### config.mk
export PLATFORM = sky130hd
export DESIGN_NAME = stopwatch_axil_master
export DESIGN_NICKNAME = d
export VERILOG_FILES = /design/src/rtl/stopwatch_axil_master.sv
export SDC_FILE = /design/constraint.sdc
export NUM_CORES = 1
export LEC_CHECK = 0
export BUFFER_PORTS_ARGS = -buffer_cell sky130_fd_sc_hd__buf_2
export CORE_MARGIN = 4
export CORE_UTILIZATION = 45
export CTS_BUF_LIST = sky130_fd_sc_hd__clkbuf_8
export DETAILED_ROUTE_END_ITERATION = 6
export PLACE_DENSITY = 0.82
export SETUP_SLACK_MARGIN = 0.3
export SLEW_MARGIN = 30
export SYNTH_ARGS = -nofsm -noshare
export SYNTH_HDL_FRONTEND = slang
export SYNTH_SLANG_ARGS = --single-unit
### constraint.sdc
create_clock -name clk -period 1.7 [get_ports clk]
set_input_delay 0.085 -clock clk [delete_from_list [all_inputs] [get_ports clk]]
set_output_delay 0.085 -clock clk [all_outputs]
set_load 0.02 [all_outputs]
### src/rtl/stopwatch_axil_master.sv
// stopwatch_axil_master: single-outstanding AXI4-Lite master driven by a simple command/response port.
// Define STOPWATCH_AXIM_WSTRB_EN to forward cmd_wstrb onto M_AXI_WSTRB; otherwise all byte lanes are written.
module stopwatch_axil_master #(
  parameter int AW = 7
) (
  input  logic          clk,
  input  logic          reset,
  input  logic          cmd_valid,
  output logic          cmd_ready,
  input  logic          cmd_write,
  input  logic [AW-1:0] cmd_addr,
  input  logic [31:0]   cmd_wdata,
  input  logic [3:0]    cmd_wstrb,
  output logic          rsp_valid,
  output logic          rsp_write,
  output logic [31:0]   rsp_rdata,
  output logic [1:0]    rsp_resp,
  output logic [AW-1:0] M_AXI_AWADDR,
  output logic          M_AXI_AWVALID,
  output logic [2:0]    M_AXI_AWPROT,
  input  logic          M_AXI_AWREADY,
  output logic [31:0]   M_AXI_WDATA,
  output logic [3:0]    M_AXI_WSTRB,
  output logic          M_AXI_WVALID,
  input  logic          M_AXI_WREADY,
  input  logic [1:0]    M_AXI_BRESP,
  input  logic          M_AXI_BVALID,
  output logic          M_AXI_BREADY,
  output logic [AW-1:0] M_AXI_ARADDR,
  output logic          M_AXI_ARVALID,
  output logic [2:0]    M_AXI_ARPROT,
  input  logic          M_AXI_ARREADY,
  input  logic [31:0]   M_AXI_RDATA,
  input  logic [1:0]    M_AXI_RRESP,
  input  logic          M_AXI_RVALID,
  output logic          M_AXI_RREADY
);
  typedef enum logic [2:0] {IDLE, WRITE, WRESP, READ, RDATA, DONE} state_t;
  state_t r_state, w_next;
  logic w_accept, w_aw_done, w_w_done, w_unused;
  assign w_accept = cmd_ready && cmd_valid;
  // a channel whose VALID already dropped has completed its handshake
  assign w_aw_done = !M_AXI_AWVALID || M_AXI_AWREADY;
  assign w_w_done = !M_AXI_WVALID || M_AXI_WREADY;
  assign M_AXI_AWPROT = 3'b000;
  assign M_AXI_ARPROT = 3'b000;
  assign w_unused = ^{cmd_wstrb, cmd_addr[1:0]};
  always_comb begin
    w_next = r_state;
    case (r_state)
      IDLE:    w_next = w_accept ? (cmd_write ? WRITE : READ) : IDLE;
      WRITE:   w_next = (w_aw_done && w_w_done) ? WRESP : WRITE;
      WRESP:   w_next = M_AXI_BVALID ? DONE : WRESP;
      READ:    w_next = M_AXI_ARREADY ? RDATA : READ;
      RDATA:   w_next = M_AXI_RVALID ? DONE : RDATA;
      default: w_next = IDLE;
    endcase
  end
  always_ff @(posedge clk) begin
    if (reset) begin
      r_state <= IDLE;
      cmd_ready <= 1'b0;
      rsp_valid <= 1'b0;
      rsp_write <= 1'b0;
      rsp_rdata <= '0;
      rsp_resp <= '0;
      M_AXI_AWADDR <= '0;
      M_AXI_AWVALID <= 1'b0;
      M_AXI_WDATA <= '0;
      M_AXI_WVALID <= 1'b0;
      M_AXI_BREADY <= 1'b0;
      M_AXI_ARADDR <= '0;
      M_AXI_ARVALID <= 1'b0;
      M_AXI_RREADY <= 1'b0;
`ifdef STOPWATCH_AXIM_WSTRB_EN
      M_AXI_WSTRB <= '0;
`endif
    end else begin
      r_state <= w_next;
      cmd_ready <= w_next == IDLE;
      rsp_valid <= w_next == DONE;
      M_AXI_BREADY <= w_next == WRESP;
      M_AXI_RREADY <= w_next == RDATA;
      M_AXI_ARVALID <= w_next == READ;
      M_AXI_AWVALID <= (w_accept && cmd_write) || (M_AXI_AWVALID && !M_AXI_AWREADY);
      M_AXI_WVALID <= (w_accept && cmd_write) || (M_AXI_WVALID && !M_AXI_WREADY);
      if (w_accept) begin
        M_AXI_AWADDR <= {cmd_addr[AW-1:2], 2'b00};
        M_AXI_ARADDR <= {cmd_addr[AW-1:2], 2'b00};
        M_AXI_WDATA <= cmd_wdata;
`ifdef STOPWATCH_AXIM_WSTRB_EN
        M_AXI_WSTRB <= cmd_wstrb;
`endif
      end
      if (r_state == WRESP && M_AXI_BVALID) begin
        rsp_write <= 1'b1;
        rsp_rdata <= '0;
        rsp_resp <= M_AXI_BRESP;
      end
      if (r_state == RDATA && M_AXI_RVALID) begin
        rsp_write <= 1'b0;
        rsp_rdata <= M_AXI_RDATA;
        rsp_resp <= M_AXI_RRESP;
      end
    end
  end
`ifndef STOPWATCH_AXIM_WSTRB_EN
  assign M_AXI_WSTRB = 4'hF;
`endif
endmodule

==> results of run 1 <==
per-stage QoR:
| step | hold WS (ns) | setup WS [ns] | area, µm² | utilization [%] | cells |
|---|---|---|---|---|---|
| after floorplan | 0.221 | 0.316 | 3190 | - | 360 |
| after global placement | 0.325 | 0.170 | 3940 | 58.0 | 585 |
| after detailed placement | 0.332 | 0.112 | 3940 | 58.0 | 585 |
| after CTS | 0.00179 | 0.252 | 4870 | 71.7 | 665 |
| after global routing | 0.0197 | 0.213 | 4980 | 73.4 | 667 |
| final | 0.0199 | 0.273 | 4980 | 73.4 | 667 |
worst register-to-register path: stages, from the launching register on:
cell and delay (ns):
sky130_fd_sc_hd__dfxtp_4 0.39, sky130_fd_sc_hd__and4bb_2 0.26, sky130_fd_sc_hd__buf_4 0.16, sky130_fd_sc_hd__nor2_4 0.15, sky130_fd_sc_hd__clkbuf_16 0.22, sky130_fd_sc_hd__a22oi_2 0.07, sky130_fd_sc_hd__nor2_1 0.11
cells by family (layout without fill, tap and decap cells):
logic type,Yosys count,count (layout),synth area share [%]
compound gates,78,78,17.7
buf+inv,45,256,9.24
flops,82,82,52.3
mux,3,3,0.956
other cells,2,14,0.239
simple gates,138,138,19.6
what timing repair did:
item                       CTS  global route
cloned                       0             1
hold buffers                60             0
setup endpoints to repair   42            39
pin swaps                    5             4
buffers inserted             4             1
gates resized for setup      8            15
hold endpoints to repair    60             0
worst max path at each step:
stage	from	endpoint	slack, ns	cells past startpoint
after floorplan	r_state[0]	cmd_ready	0.32	6
after global placement	r_state[0]	cmd_ready	0.17	4
after detailed placement	r_state[0]	cmd_ready	0.11	4
after CTS	r_state[2]	cmd_ready	0.25	5
after global routing	r_state[0]	rsp_rdata[11]	0.21	6
final	r_state[0]	rsp_rdata[28]	0.27	6
report_power, final:
group,switching (W),internal [W]
registers,0.000156,0.00215
clock network,0.000666,0.00126
logic,0.00108,0.000781
total,0.00190,0.00420
registers in the layout (all words and copies together), names as in the netlist:
name	cells
M_AXI_BREADY	1
rsp_valid	1
rsp_write	1
M_AXI_WVALID	1
M_AXI_RREADY	1
M_AXI_ARVALID	1
M_AXI_AWADDR	5
rsp_rdata	32
r_state	3
M_AXI_AWVALID	1
M_AXI_WDATA	32
cmd_ready	1
rsp_resp	2
area by class of cell:
class,count,area [µm²]
clock buffer,9,124
timing repair buffer,239,1580
multi-input combinational,233,1350
sequential,82,1650
clock inverter,7,158
inverter,1,3.75
tap,96,120
fill,505,1810
layer usage:
layer / wire length (µm) / global-route usage, % / vias to the layer above
li1: - / - / 1564
met1: 3610 / 23.4 / 1539
met2: 5320 / 41.4 / 153
met3: 657 / 5.55 / 31
met4: 302 / 11.4 / 0
met5: 0 / 0 / -
placed cells by master, fill, tap and decap left out, types with 2 or more instances in the layout:
cell type and n:
sky130_fd_sc_hd__nand2b_1 2, sky130_fd_sc_hd__bufinv_16 5, sky130_fd_sc_hd__a211oi_2 2, sky130_fd_sc_hd__buf_2 165
sky130_fd_sc_hd__buf_4 9, sky130_fd_sc_hd__inv_1 3, sky130_fd_sc_hd__nor2_1 41, sky130_fd_sc_hd__dfxtp_4 2
sky130_fd_sc_hd__nand2_1 76, sky130_fd_sc_hd__a22oi_1 15, sky130_fd_sc_hd__a21oi_1 40, sky130_fd_sc_hd__dlygate4sd3_1 60
sky130_fd_sc_hd__buf_12 2, sky130_fd_sc_hd__dfxtp_1 79, sky130_fd_sc_hd__conb_1 14, sky130_fd_sc_hd__nor3_1 2
sky130_fd_sc_hd__clkbuf_8 9, sky130_fd_sc_hd__buf_6 2, sky130_fd_sc_hd__and2_1 3, sky130_fd_sc_hd__mux2i_1 3
sky130_fd_sc_hd__a22oi_2 17
==> results.cfg, run 1 <==
[status]
result_of_the_run = finished, final reports clean

[logic_synthesis]
ys_flop_type = sky130_fd_sc_hd__dfxtp_1
synth.top_cells.by_area = sky130_fd_sc_hd__dfxtp_1 (52%), sky130_fd_sc_hd__nand2_1 (9.1%), sky130_fd_sc_hd__a21oi_1 (6.5%), sky130_fd_sc_hd__a22oi_1 (5.3%), sky130_fd_sc_hd__buf_4 (5.0%)
netlist_area_um2 = 3140
synthArstFlopShare_pct = 0
leading_post_synthesis_cells_by_instance_count = sky130_fd_sc_hd__dfxtp_1 (82), sky130_fd_sc_hd__nand2_1 (76), sky130_fd_sc_hd__a21oi_1 (41), sky130_fd_sc_hd__nor2_1 (41), sky130_fd_sc_hd__a22oi_1 (22)
netlist.area_leader.share_pct = 52.3
yosysMostFrequentCell = sky130_fd_sc_hd__dfxtp_1
number_of_distinct_library_cells_after_synthesis = 34
synth_enable_flop_cells = 0
sequential_fraction_of_the_synthesis_area_pct = 52.3
cell_accounting_for_the_most_synthesized_area = sky130_fd_sc_hd__dfxtp_1
postSynthRegisterBits = 82
syn-instance-count = 348
number_of_warnings_reported_in_the_yosys_synthesis_log = 0
syn-mean-instance-area_um2 = 9.02

[die]
die-height_um = 91.5
floorplan.core_area_um2 = 6790
rows = 30
initial_core_util_pct = 46.2
design.die.area_um2 = 8380
num_io_pins = 186
fp.dieW_um = 91.5

[global_routing]
number_of_global_route_vias_before_repair = 3316
gr_usage_total_pct = 22.5
grt_first_pass_wirelength_um = 15400
grt-ovfl-total = 0
grt_start_max_net_pins = 38
grt_antenna_before_repair = 0

[placement]
detailedPlacementHpwl_um = 5970
place.gp.congestion = 0.756
buffer_ports.inserted = 165

[worst_hold_path]
hold-path-cell-count = 3
min_path_type = primary input to flip-flop
worst_hold_startpoint = M_AXI_RDATA[24]
timing.hold.worst_endpoint = rsp_rdata[24]

[detailed_routing]
drcViolationCount = 0
route.detailed.vias_per_inst = 4.93
detail_route.wl_per_cell_um = 14.8
route.final.wire_length_um = 9900
drt-initial-drc-count = 131
total_via_count_after_detailed_routing = 3287
drtAntennaViolNets = 0
drt_pass1_iterations = 4

[critical_path]
worst_setup_path_start_kind = flip-flop
worst-path-buf-inv = 2
crit_path_end_kind = flip-flop
worst-r2r-cell-count = 6
crit_path_slowest_cell = sky130_fd_sc_hd__dfxtp_4
cpPeakStageDelay_ns = 0.39
cpLargestDelayFamily = simple AND/OR/NAND/NOR gates
cp_data_arrival_time_ns = 1.69
timing_worst_setup_path_type = flip-flop to flip-flop
crit_required_ns = 1.97
reg2reg_from = r_state[0]
regToRegSetupSlack_ns = 0.27
critical_path.reg2reg.endpoint = rsp_rdata[28]
path_cells = and4bb_2, buf_4, nor2_4, clkbuf_16, a22oi_2, nor2_1
maximum_net_fanout_on_the_critical_path = 16

[layout]
drive_gt1_share_pct = 40.1
area_delta_synth_final_pct = 58.7
num_antenna_cells = 0
net_total_in_the_final_layout = 654

[power]
finalPower_w = 0.00610
lkg_pwr_nw = 2.29
ir_worst_vdd_mv = 0.819
power_per_cell_area_nw_per_um2 = 1220

[sta]
fin_worst_skew_ns = 0.00896
final_max_slew_viol_count = 0
min_period_over_period_pct = 84.0
fmax_mhz = 701
period_needed_ns = 1.43
rsz0062_at_grt = true
final-hold-violation-count = 0
timing.setup.tns_ns = 0
report.final.setup_viol = 0

[cts]
clock_insertion_delay_worst_skew_ns = 0.34
cts.reportedPaths.clkPinSlew_ns = 0.08
cts_buffer_depth = 2
htree_levels = 3
root_cell_of_the_clock_tree = sky130_fd_sc_hd__clkbuf_8
numCtsBuffers = 9
clk_sinks = 82
cts_tree = done

[run]
cap_viol_max_count = 0
Note: power is estimated with default switching activity, not from simulation.
==> run 2: changes to the inputs <==
--- a/config.mk
+++ b/config.mk
@@ -7,10 +7,10 @@
 export LEC_CHECK = 0
 export BUFFER_PORTS_ARGS = -buffer_cell sky130_fd_sc_hd__buf_2
 export CORE_MARGIN = 4
-export CORE_UTILIZATION = 45
+export CORE_UTILIZATION = 40
 export CTS_BUF_LIST = sky130_fd_sc_hd__clkbuf_8
 export DETAILED_ROUTE_END_ITERATION = 6
-export PLACE_DENSITY = 0.82
+export PLACE_DENSITY = 0.78
 export SETUP_SLACK_MARGIN = 0.3
 export SLEW_MARGIN = 30
 export SYNTH_ARGS = -nofsm -noshare
==> constraint.sdc (replaced) <==
create_clock -name clk -period 1.3 [get_ports clk]
set_input_delay 0.065 -clock clk [delete_from_list [all_inputs] [get_ports clk]]
set_output_delay 0.065 -clock clk [all_outputs]
set_load 0.02 [all_outputs]
==> results.cfg, run 2 (synthesis gave the netlist of run 1 again) <==
[cts]
cts.reportedPaths.clkPinSlew_ns = 0.08
root_cell_of_the_clock_tree = sky130_fd_sc_hd__clkbuf_8
htree_levels = 3
clock_insertion_delay_worst_skew_ns = 0.35
cts_tree = done
clk_sinks = 82
numCtsBuffers = 9
cts_buffer_depth = 2

[layout]
drive_gt1_share_pct = 57.8
area_delta_synth_final_pct = 90.4
registers_with_the_most_flip_flops = M_AXI_WDATA: 32 flops, rsp_rdata: 32 flops, M_AXI_AWADDR: 5 flops
mostFrequentLayoutCells = sky130_fd_sc_hd__buf_2 (158), sky130_fd_sc_hd__dfxtp_1 (75), sky130_fd_sc_hd__dlygate4sd3_1 (68)
layout_commonest_cell = sky130_fd_sc_hd__buf_2
postLayoutCoreUtil_pct = 77.8
net_total_in_the_final_layout = 684

[power]
lkg_pwr_nw = 2.81
power_per_cell_area_nw_per_um2 = 1420
finalPower_w = 0.00848
ir_worst_vdd_mv = 0.756

[global_routing]
grt_first_pass_wirelength_um = 18900
grt_start_max_net_pins = 38
gr_usage_total_pct = 24.6
grt-ovfl-total = 0
number_of_global_route_vias_before_repair = 3768
grt_antenna_before_repair = 1

[detailed_routing]
drt-initial-drc-count = 87
total_via_count_after_detailed_routing = 3598
route.final.wire_length_um = 12500
detail_route.wl_per_cell_um = 17.8
drtAntennaViolNets = 0
drcViolationCount = 0
route.detailed.vias_per_inst = 5.12
drt_pass1_iterations = 4

[critical_path]
timing_worst_setup_path_type = flip-flop to flip-flop
crit_path_end_kind = flip-flop
critical_path.reg2reg.endpoint = rsp_resp[0]
regToRegSetupSlack_ns = -0.11
reg2reg_from = r_state[0]
cp_data_arrival_time_ns = 1.64
maximum_net_fanout_on_the_critical_path = 8
worst-r2r-cell-count = 4
crit_required_ns = 1.53
worst_setup_path_start_kind = flip-flop

[status]
violations_in_the_final_reports = setup timing
result_of_the_run = finished with violations

[worst_hold_path]
worst_hold_startpoint = cmd_write
timing.hold.worst_endpoint = M_AXI_AWVALID
min_path_type = primary input to flip-flop
hold-path-cell-count = 3

[die]
floorplan.core_area_um2 = 7690
die-height_um = 96.6
rows = 32
fp.dieW_um = 96.6
num_io_pins = 186
design.die.area_um2 = 9330
initial_core_util_pct = 40.9

[placement]
dp_slack_ns = -0.133
place.gp.congestion = 0.772
detailedPlacementHpwl_um = 6070
buffer_ports.inserted = 165

[sta]
report.final.setup_viol = 37
final-hold-violation-count = 0
setup_ws_ns = -0.109
period_needed_ns = 1.41
fin_worst_skew_ns = 0.00986
rsz0062_at_grt = true
min_period_over_period_pct = 108
final_max_slew_viol_count = 0
fmax_mhz = 710

[run]
cap_viol_max_count = 0
-- run 2: power breakdown --
| group | internal [W] | switching [W] | total (W) |
|---|---|---|---|
| clock | 0.000867 | 0.000895 | 0.00176 |
| combinational | 0.00175 | 0.00191 | 0.00366 |
| sequential | 0.00283 | 0.000233 | 0.00306 |
| total | 0.00544 | 0.00304 | 0.00848 |
-- run 2: layout make-up --
| cell class | count | area, µm² |
|---|---|---|
| Clock buffer | 9 | 124 |
| Timing Repair Buffer | 269 | 2120 |
| Fill cell | 444 | 1710 |
| Antenna cell | 1 | 2.50 |
| Inverter | 1 | 3.75 |
| Tap cell | 102 | 128 |
| Clock inverter | 6 | 60.1 |
| Multi-Input combinational cell | 233 | 1880 |
| Sequential cell | 82 | 1660 |
-- run 2: routing by layer --
metal | wire, µm | vias up | global-route usage [%]
met5 | 0 | - | 0
met4 | 437 | 0 | 10.0
met3 | 1010 | 35 | 9.44
met2 | 6490 | 199 | 44.2
met1 | 4590 | 1735 | 25.4
li1 | - | 1629 | -
-- run 2: worst max path at each step --
| stage | slack [ns] | cells after the start | from | end |
|---|---|---|---|---|
| finish | -0.11 | 4 | r_state[0] | rsp_resp[0] |
| global route | -0.17 | 5 | r_state[0] | rsp_rdata[4] |
| CTS | -0.09 | 5 | r_state[1] | rsp_rdata[10] |
| detailed placement | -0.13 | 5 | r_state[2] | cmd_ready |
| global placement | -0.1 | 5 | r_state[0] | cmd_ready |
| floorplan | -0.06 | 7 | r_state[0] | rsp_rdata[3] |
-- run 2: through the flow --
stage	hold slack, ns	instance area (µm²)	std cells	setup TNS (ns)
CTS	0.000655	5540	697	-2.25
finish	0.0151	5980	703	-2.14
global route	0.00642	5980	703	-5.29
detailed placement	0.315	4040	600	-3.54
global placement	0.307	4040	600	-1.95
floorplan	0.201	3200	360	-1.69
-- run 2: what timing repair did --
item,4_1_cts,5_1_grt
setup buffers,7,2
hold endpoints to repair,67,1
endpoints found under the setup margin,83,89
hold buffers,67,1
gates resized for setup,98,89
pin swaps,44,45
cloned,8,2
-- run 2: critical path, cell delays in order (launching register included) --
cell	delay [ns]
sky130_fd_sc_hd__dfxtp_4	0.37
sky130_fd_sc_hd__nor4bb_4	0.37
sky130_fd_sc_hd__buf_6	0.22
sky130_fd_sc_hd__mux2i_2	0.25
sky130_fd_sc_hd__a211oi_2	0.09
